File: config.mk
export PLATFORM = sky130hd
export DESIGN_NAME = rf_capture_writer
export DESIGN_NICKNAME = d
export VERILOG_FILES = /design/src/rtl/rf_cap_pkg.sv /design/src/rtl/rf_chan_buf.sv /design/src/rtl/rf_capture_writer.sv
export SDC_FILE = /design/constraint.sdc
export NUM_CORES = 1
export LEC_CHECK = 0
export CAP_MARGIN = 5
export CORE_ASPECT_RATIO = 0.9
export CORE_MARGIN = 2
export CORE_UTILIZATION = 62
export DETAILED_ROUTE_END_ITERATION = 8
export GPL_ROUTABILITY_DRIVEN = 0
export PLACE_DENSITY = 0.8
export SETUP_SLACK_MARGIN = 0.3
export SLEW_MARGIN = 20
export SYNTH_ARGS = -nofsm -noshare
export SYNTH_HDL_FRONTEND = slang
export SYNTH_SLANG_ARGS = --single-unit
export TNS_END_PERCENT = 20
File: constraint.sdc
create_clock -name clk -period 8.6 [get_ports clk]
set_input_delay 0.86 -clock clk [delete_from_list [all_inputs] [get_ports clk]]
set_output_delay 0.86 -clock clk [all_outputs]
set_load 0.01 [all_outputs]
File: src/rtl/rf_cap_pkg.sv
// Shared constants and state encoding for the RF capture writer.
package rf_cap_pkg;
    localparam int DATA_W = 16;
    localparam int NUM_CH = 4;

    typedef logic [2:0] state_t;

    localparam state_t ST_IDLE     = 3'd0;
    localparam state_t ST_CAPTURE  = 3'd1;
    localparam state_t ST_PREFETCH = 3'd2;
    localparam state_t ST_DRAIN    = 3'd3;
    localparam state_t ST_DONE     = 3'd4;
endpackage

File: src/rtl/rf_chan_buf.sv
// One channel's sample buffer: simple dual-port RAM with a registered read port.
module rf_chan_buf #(
    parameter int W     = 16,
    parameter int DEPTH = 16,
    parameter int AW    = 4
) (
    input  logic          clk,
    input  logic          i_we,
    input  logic [AW-1:0] i_waddr,
    input  logic [W-1:0]  i_wdata,
    input  logic          i_re,
    input  logic [AW-1:0] i_raddr,
    output logic [W-1:0]  o_rdata
);
    logic [W-1:0] r_mem [DEPTH];
    logic [W-1:0] r_rdata;

    // Write port and 1-cycle registered read; contents are never reset.
    always_ff @(posedge clk) begin
        if (i_we) r_mem[i_waddr] <= i_wdata;
        if (i_re) r_rdata <= r_mem[i_raddr];
    end

    assign o_rdata = r_rdata;
endmodule

File: src/rtl/rf_capture_writer.sv
// Captures DEPTH 4-channel sample sets, then drains them channel-major as a
// valid/ready word stream. The per-channel RAM read registers act as the
// output data register; the read address is steered one word ahead on each
// handshake so back-to-back ready sustains one word per cycle.
module rf_capture_writer
    import rf_cap_pkg::*;
#(
    parameter int DEPTH = 16,
    parameter int AW    = $clog2(DEPTH)
) (
    input  logic              clk,
    input  logic              reset,
    input  logic              start,
    input  logic              in_valid,
    input  logic [DATA_W-1:0] val1,
    input  logic [DATA_W-1:0] val2,
    input  logic [DATA_W-1:0] val3,
    input  logic [DATA_W-1:0] val4,
    output logic              inc_count,
    output logic [DATA_W-1:0] out_data,
    output logic              out_valid,
    input  logic              out_ready,
    output logic              busy,
    output logic              done,
    output logic [7:0]        drop_cnt
);
    localparam int CHW = $clog2(NUM_CH);
    localparam logic [AW-1:0]  LAST_PTR = AW'(DEPTH - 1);
    localparam logic [CHW-1:0] LAST_CH  = CHW'(NUM_CH - 1);

    state_t         r_state;
    logic [AW-1:0]  r_wr_ptr;
    logic [AW-1:0]  r_rd_ptr;
    logic [CHW-1:0] r_rd_ch;
    logic           r_out_valid;
    logic [7:0]     r_drop_cnt;

    logic [NUM_CH-1:0][DATA_W-1:0] w_vals;
    logic [NUM_CH-1:0][DATA_W-1:0] w_rdata;
    logic           w_wr_en;
    logic           w_last_wr;
    logic           w_hs;
    logic           w_last_word;
    logic           w_re;
    logic [AW-1:0]  w_raddr;

    assign w_vals      = {val4, val3, val2, val1};
    assign w_wr_en     = (r_state == ST_CAPTURE) && in_valid;
    assign w_last_wr   = w_wr_en && (r_wr_ptr == LAST_PTR);
    assign w_hs        = (r_state == ST_DRAIN) && r_out_valid && out_ready;
    assign w_last_word = w_hs && (r_rd_ch == LAST_CH) && (r_rd_ptr == LAST_PTR);
    assign w_re        = (r_state == ST_PREFETCH) || (r_state == ST_DRAIN);

    // Read address: word 0 on prefetch, next word on handshake, else re-read the held word.
    always_comb begin
        w_raddr = r_rd_ptr;
        if (r_state == ST_PREFETCH) w_raddr = '0;
        else if (w_hs)              w_raddr = r_rd_ptr + AW'(1);
    end

    for (genvar c = 0; c < NUM_CH; c++) begin : g_ch
        rf_chan_buf #(.W(DATA_W), .DEPTH(DEPTH), .AW(AW)) u_buf (
            .clk     (clk),
            .i_we    (w_wr_en),
            .i_waddr (r_wr_ptr),
            .i_wdata (w_vals[c]),
            .i_re    (w_re),
            .i_raddr (w_raddr),
            .o_rdata (w_rdata[c])
        );
    end

    // Frame FSM with write/read pointers and output valid.
    always_ff @(posedge clk) begin
        if (reset) begin
            r_state     <= ST_IDLE;
            r_wr_ptr    <= '0;
            r_rd_ptr    <= '0;
            r_rd_ch     <= '0;
            r_out_valid <= 1'b0;
        end else begin
            case (r_state)
                ST_IDLE, ST_DONE: begin
                    if (start) begin
                        r_state  <= ST_CAPTURE;
                        r_wr_ptr <= '0;
                    end
                end
                ST_CAPTURE: begin
                    if (in_valid) begin
                        r_wr_ptr <= r_wr_ptr + AW'(1);
                        if (w_last_wr) r_state <= ST_PREFETCH;
                    end
                end
                ST_PREFETCH: begin
                    r_state     <= ST_DRAIN;
                    r_out_valid <= 1'b1;
                    r_rd_ch     <= '0;
                    r_rd_ptr    <= '0;
                end
                ST_DRAIN: begin
                    if (w_hs) begin
                        r_rd_ptr <= r_rd_ptr + AW'(1);
                        if (r_rd_ptr == LAST_PTR) r_rd_ch <= r_rd_ch + CHW'(1);
                        if (w_last_word) begin
                            r_state     <= ST_DONE;
                            r_out_valid <= 1'b0;
                        end
                    end
                end
                default: r_state <= ST_IDLE;
            endcase
        end
    end

    // Saturating count of samples offered while not capturing.
    always_ff @(posedge clk) begin
        if (reset)
            r_drop_cnt <= '0;
        else if (in_valid && (r_state != ST_CAPTURE) && (r_drop_cnt != 8'hFF))
            r_drop_cnt <= r_drop_cnt + 8'd1;
    end

    assign inc_count = (r_state == ST_CAPTURE) && !w_last_wr;
    assign out_valid = r_out_valid;
    assign out_data  = r_out_valid ? w_rdata[r_rd_ch] : '0;
    assign busy      = (r_state == ST_CAPTURE) || (r_state == ST_PREFETCH) || (r_state == ST_DRAIN);
    assign done      = (r_state == ST_DONE);
    assign drop_cnt  = r_drop_cnt;
endmodule
==> qor.yml, run 1 <==
dp_hpwl_um: 57330
crit_fanout: 119
fp.dieW_um: 282.7
tightest_slew_ns: 1.254
dieArea_um2: 72050
grt.total_usage_pct: 32.65
final.min_clock_period_ns: 4.859
cts.clk_slew.worst_paths_ns: 0.06
crit_type: "reg2reg"
cap_viol_max_count: 0
setup_violations: 0
finalCritPeriodShare_pct: 56.50
syn_nets: 2631
fin_setup_tns_ns: 0
grt_max_degree: 133
relSlewSlack_pct: 16.37
synth.distinct_cells: 68
via_per_inst: 7.299
finalHoldViolations: 0
overflow: 0
critPathRequiredTime_ns: 9.01
end_kind: "flip-flop"
wirelength_um: 116800
fin_worst_skew_ns: 0.02411
ir_drop_mv: 0.1787
die_h_um: 254.8
grt_pass1_wl_um: 170100
maxSlewViolCount: 0
synth_area_leader_cell: "edfxtp_1"
num_rows: 91
synthArstFlopShare_pct: 0
yosys-top-cells-area: "edfxtp_1 (75%), o221ai_1 (2.6%), a211oi_1 (2.3%)"
antenna_left: 0
syn_area_um2: 43350
ioPinCount: 97
cts_buffer_depth: 3
status: "finished, final reports clean"
synthMostInstantiatedCell: "edfxtp_1"
rsz0062_at_grt: "false"
synth_edf_count: 1088
drc: 0
yosysSeqAreaShare_pct: 76.39
cts_root_buf: "clkbuf_16"
max_freq_mhz: 205.8
drive_above_1_share_pct: 11.36
cts-htree-levels: 3
wire_per_inst_um: 32.41
port-buffer-count: 96
first_pass_iters: 5
initial_core_util_pct: 62.92
nNetsFinal: 2666
cts_resized: 0
clock_latency_ns: 0.67
hold_path_class: "reg2reg"
yosysTopAreaCellShare_pct: 75.37
syn2layout_area_growth_pct: 11.46
design.core.area_um2: 68880
antenna_found_initial: 13
numCtsBuffers: 103
yosysWarningCount: 0
synth_seq_cells: 1110
netlist_instances: 2555
cts_hold_buf: 0
fillers: 4094
start_kind: "flip-flop"
clock-sinks: 1110
cts_setup_buffers: 0
arrival_ns: 5.27
vias: 26290
totalPowerFinal_mw: 10.61
synthFlopType: "edfxtp_1"
avgSynthCellArea_um2: 16.96
synth_common_cells: "edfxtp_1 (1088), clkbuf_1 (138), and3_1 (136), a211oi_1 (130), o221ai_1 (128)"
p_leak_nw: 15.03
tritoncts: "yes"
first_global_vias: 25950
powerDensity_nw_per_um2: 219.7
drt-initial-drc-count: 4116
==> cell type report <==
type / count / area (um2) / area share, %
multi-input combinational: 1221 / 9440 / 19.54
antenna: 4 / 10.01 / 0.02072
clock inverter: 55 / 469.2 / 0.9712
tap: 930 / 1164 / 2.408
clock buffer: 128 / 2724 / 5.638
sequential: 1110 / 33110 / 68.53
inverter: 8 / 30.03 / 0.06215
timing repair buffer: 146 / 1365 / 2.825
==> state kept, by name, indices dropped and copies added (netlist names) <==
signal / flops
g_ch.u_buf.o_rdata: 64
r_rd_ch: 2
r_state: 3
g_ch.u_buf.r_mem: 1024
r_wr_ptr: 4
drop_cnt: 8
out_valid: 1
r_rd_ptr: 4
==> worst max-delay path: stages (launching register included) <==
cell and delay (ns):
dfxtp_1 0.97, nand2_1 0.48, nor3_4 1.08, buf_4 0.49, nor2_4 0.11, buf_12 0.26, o221ai_1 0.36, o21ai_0 0.28
o2111a_1 0.36
==> kinds of logic after synthesis <==
family / after synthesis / share of synthesized area [%]
flops: 1110 / 76.39
compound gates: 741 / 13.17
simple gates: 384 / 5.461
buf+inv: 224 / 2.278
mux: 81 / 2.338
xor+xnor: 8 / 0.1617
fa+ha+maj: 7 / 0.2021
==> through the flow <==
stage | utilization [%] | hold WS (ns) | instance area, um2 | setup slack (ns) | std cells
after floorplan | - | 0.4817 | 43350 | 1.973 | 2555
after global placement | 65.48 | 0.4902 | 45110 | 3.859 | 3415
after detailed placement | 65.48 | 0.5157 | 45110 | 3.777 | 3415
after CTS | 70.12 | 0.5348 | 48300 | 4.043 | 3598
after global routing | 70.13 | 0.5586 | 48310 | 3.749 | 3601
final | 70.14 | 0.5331 | 48310 | 3.741 | 3602
==> layer usage <==
layer  global-route usage [%]  share of wire [%]  vias up
met4                    15.01                4.5       14
met1                    44.43                 35    13060
met5                        0              0.097        -
li1                         -                  -    10730
met3                    7.805                 14      375
met2                    50.71                 47     2113
==> cell usage in the layout, fill, tap and decap left out, drive strengths merged, types with 63 or more instances in the layout <==
cell type and n:
mux2i 63, nand3b 64, edfxtp 1088, a211oi 130, and3 136, o32ai 64, o21ai 193, o22ai 67
o221ai 128, or3 64, clkbuf 128, clkdlybuf4s50 96
==> where the power goes <==
part / internal (mW) / switching (mW)
Sequential: 5.98 / 0.0310
Combinational: 0.0800 / 0.153
Clock: 2.47 / 1.90
==> final timing paths <==
kind / from / to / slack (ns) / cells past startpoint
worst max-delay path: out_valid / g_ch[1].u_buf.o_rdata[6] / 3.74 / 8
worst min-delay path: drop_cnt[1] / drop_cnt[1] / 0.53 / 2
worst max register to register: out_valid / g_ch[1].u_buf.o_rdata[6] / 3.74 / 8
worst min register to register: drop_cnt[1] / drop_cnt[1] / 0.53 / 2
Note: power is estimated with default switching activity, not from simulation.
==> run 2, diff against run 1 <==
- CORE_UTILIZATION: 62 -> 56
- PLACE_DENSITY: 0.8 -> 0.76
- clock period: 8.6 -> 4.2 ns (I/O delays scaled with it)
==> run 2 against run 1 <==
Net effect: utilization fell by 5.3 points; sequential power rose by 100%; count of clock-buffer cells in the layout down 12; final cell count rose by 3.7%; register-to-register slack worse by 2.9 ns; via count about the same; combinational power grew 110%; largest power group unchanged.
==> qor.yml, run 2 (synthesis gave the netlist of run 1 again) <==
cts.clk_slew.worst_paths_ns: 0.06  # about the same
seqCellArea_um2: 33110  # unchanged
end_kind: "primary output"
wirelength_um: 118300  # +1.3%
final.min_clock_period_ns: 3.501
cts_setup_buffers: 0  # unchanged
dp_hpwl_um: 58880  # +2.7%
cap_viol_max_count: 0  # unchanged
antenna_found_initial: 9  # -4
mostFrequentLayoutCell: "edfxtp_1"
syn2layout_area_growth_pct: 14.25
status: "finished, final reports clean"
multi_input_area_um2: 9459  # +0.20%
critPathTopFamily: "flip-flops"
wire_per_inst_um: 31.65  # -2.4%
layout.cells.most_common_list: "edfxtp_1 (1088), and3_1 (131), a211oi_1 (130)"
ir_drop_mv: 0.3972  # +120%
p_leak_nw: 15.48  # +3.0%
design.core.area_um2: 76390  # +11%
cp.depth: 3  # -5
cpPeakStageDelay_ns: 1.10  # +0.02 ns
path_buf_inv: 1  # -1
worst_slack_ns: 0.6992  # -3.042 ns
slowest_stage: "dfxtp_1"
rsz0062_at_grt: "false"
arrival_ns: 3.08  # -2.19 ns
max_freq_mhz: 285.6
final_cell_area_um2: 49520  # +2.5%
cts_resized: 0  # unchanged
r2r.worst_path.cells: 7  # -1
nNetsFinal: 2691  # +0.94%
crit_fanout: 17  # -86%
finalHoldViolations: 0  # unchanged
cts-htree-levels: 3  # unchanged
place_area_um2: 45910  # +1.8%
start_kind: "flip-flop"
finalCritPeriodShare_pct: 83.35
tightest_slew_ns: 1.183  # -0.07185 ns
drc: 0  # unchanged
critPathRequiredTime_ns: 3.78  # -5.23 ns
drive_above_1_share_pct: 12.87  # +1.5 points
grt_max_degree: 94  # -29%
fp.dieW_um: 297.3  # +5.1%
ioPinCount: 97  # unchanged
path_cells: "mux4_2 -> and2_1 -> clkdlybuf4s50_1"
antenna_left: 0  # unchanged
relSlewSlack_pct: 21.06  # +4.7 points
holdPathStages: 2  # unchanged
vias: 26290  # -0.015%
dp_slack_ns: 0.7215  # -3.055 ns
crit_type: "reg2out"
clock_latency_ns: 0.69  # +0.02 ns
numCtsBuffers: 104  # +0.97%
maxSlewViolCount: 0  # unchanged
setup_violations: 0  # unchanged
overflow: 0  # unchanged
num_rows: 96  # +5.5%
fin_setup_tns_ns: 0  # unchanged
first_pass_iters: 5  # unchanged
initial_core_util_pct: 56.74  # -6.2 points
port-buffer-count: 96  # unchanged
first_global_vias: 26180  # +0.91%
grt.total_usage_pct: 29.58  # -3.1 points
dieArea_um2: 79650  # +11%
powerDensity_nw_per_um2: 456.1  # +110%
fin_worst_skew_ns: 0.03093  # +0.006820 ns
largest_register: "g_ch.u_buf.r_mem"
drt-initial-drc-count: 3915  # -4.9%
cts_hold_buf: 0  # unchanged
cts_root_buf: "clkbuf_16"
fillers: 5004  # +22%
tritoncts: "yes"
largest_reg_flops: 1024  # unchanged
die_h_um: 267.9  # +5.1%
hold_path_class: "in2reg"
via_per_inst: 7.034  # -3.6%
utilization_pct: 64.82  # -5.3 points
grt_pass1_wl_um: 172400  # +1.3%
clock-sinks: 1110  # unchanged
cts_buffer_depth: 3  # unchanged
[run 2: cell count changes in the layout (fill, tap and decap cells not counted), moves of 4 or more]
| cell | delta |
|---|---|
| buf_12 | +37 |
| buf_4 | -13 |
| bufinv_16 | +10 |
| clkbuf_1 | -11 |
| clkinv_8 | +4 |
| clkinv_2 | +6 |
[run 2: layout make-up]
class / count / share of cell area, %
clock buffer: 116 / 5.367
sequential: 1110 / 66.87
antenna: 5 / 0.02527
clock inverter: 78 / 1.892
inverter: 8 / 0.06064
tap: 1029 / 2.600
timing repair buffer: 170 / 4.088
multi-input combinational: 1221 / 19.10
[run 2: routing by layer]
metal | up-vias | wire length, um | GRT usage [%]
li1 | 10810 | - | -
met1 | 13240 | 43050 | 39.15
met2 | 1859 | 56540 | 47.87
met3 | 363 | 13470 | 6.274
met4 | 10 | 5130 | 13.20
met5 | - | 68 | 0
[run 2: final timing paths]
kind	slack, ns	startpoint	to
max	0.70	r_rd_ch[1]	out_data[9]
max reg2reg	0.82	r_state[1]	g_ch[3].u_buf.o_rdata[10]
min reg2reg	0.52	drop_cnt[1]	drop_cnt[1]
min	0.49	start	r_wr_ptr[2]
[run 2: metrics by stage]
step	total power, mW	hold WS [ns]	cells
finish	22.58	0.4863	3737
global route	23.10	0.4802	3736
CTS	22.63	0.4485	3732
detailed placement	13.01	0.5042	3538
global placement	12.98	0.4950	3537
floorplan	12.68	0.4817	2555
[run 2: report_power, final]
group	internal, mW	switching (mW)	leakage [nW]
clock network	5.69	4.10	1.75
registers	12.2	0.0520	9.97
logic	0.171	0.319	3.76
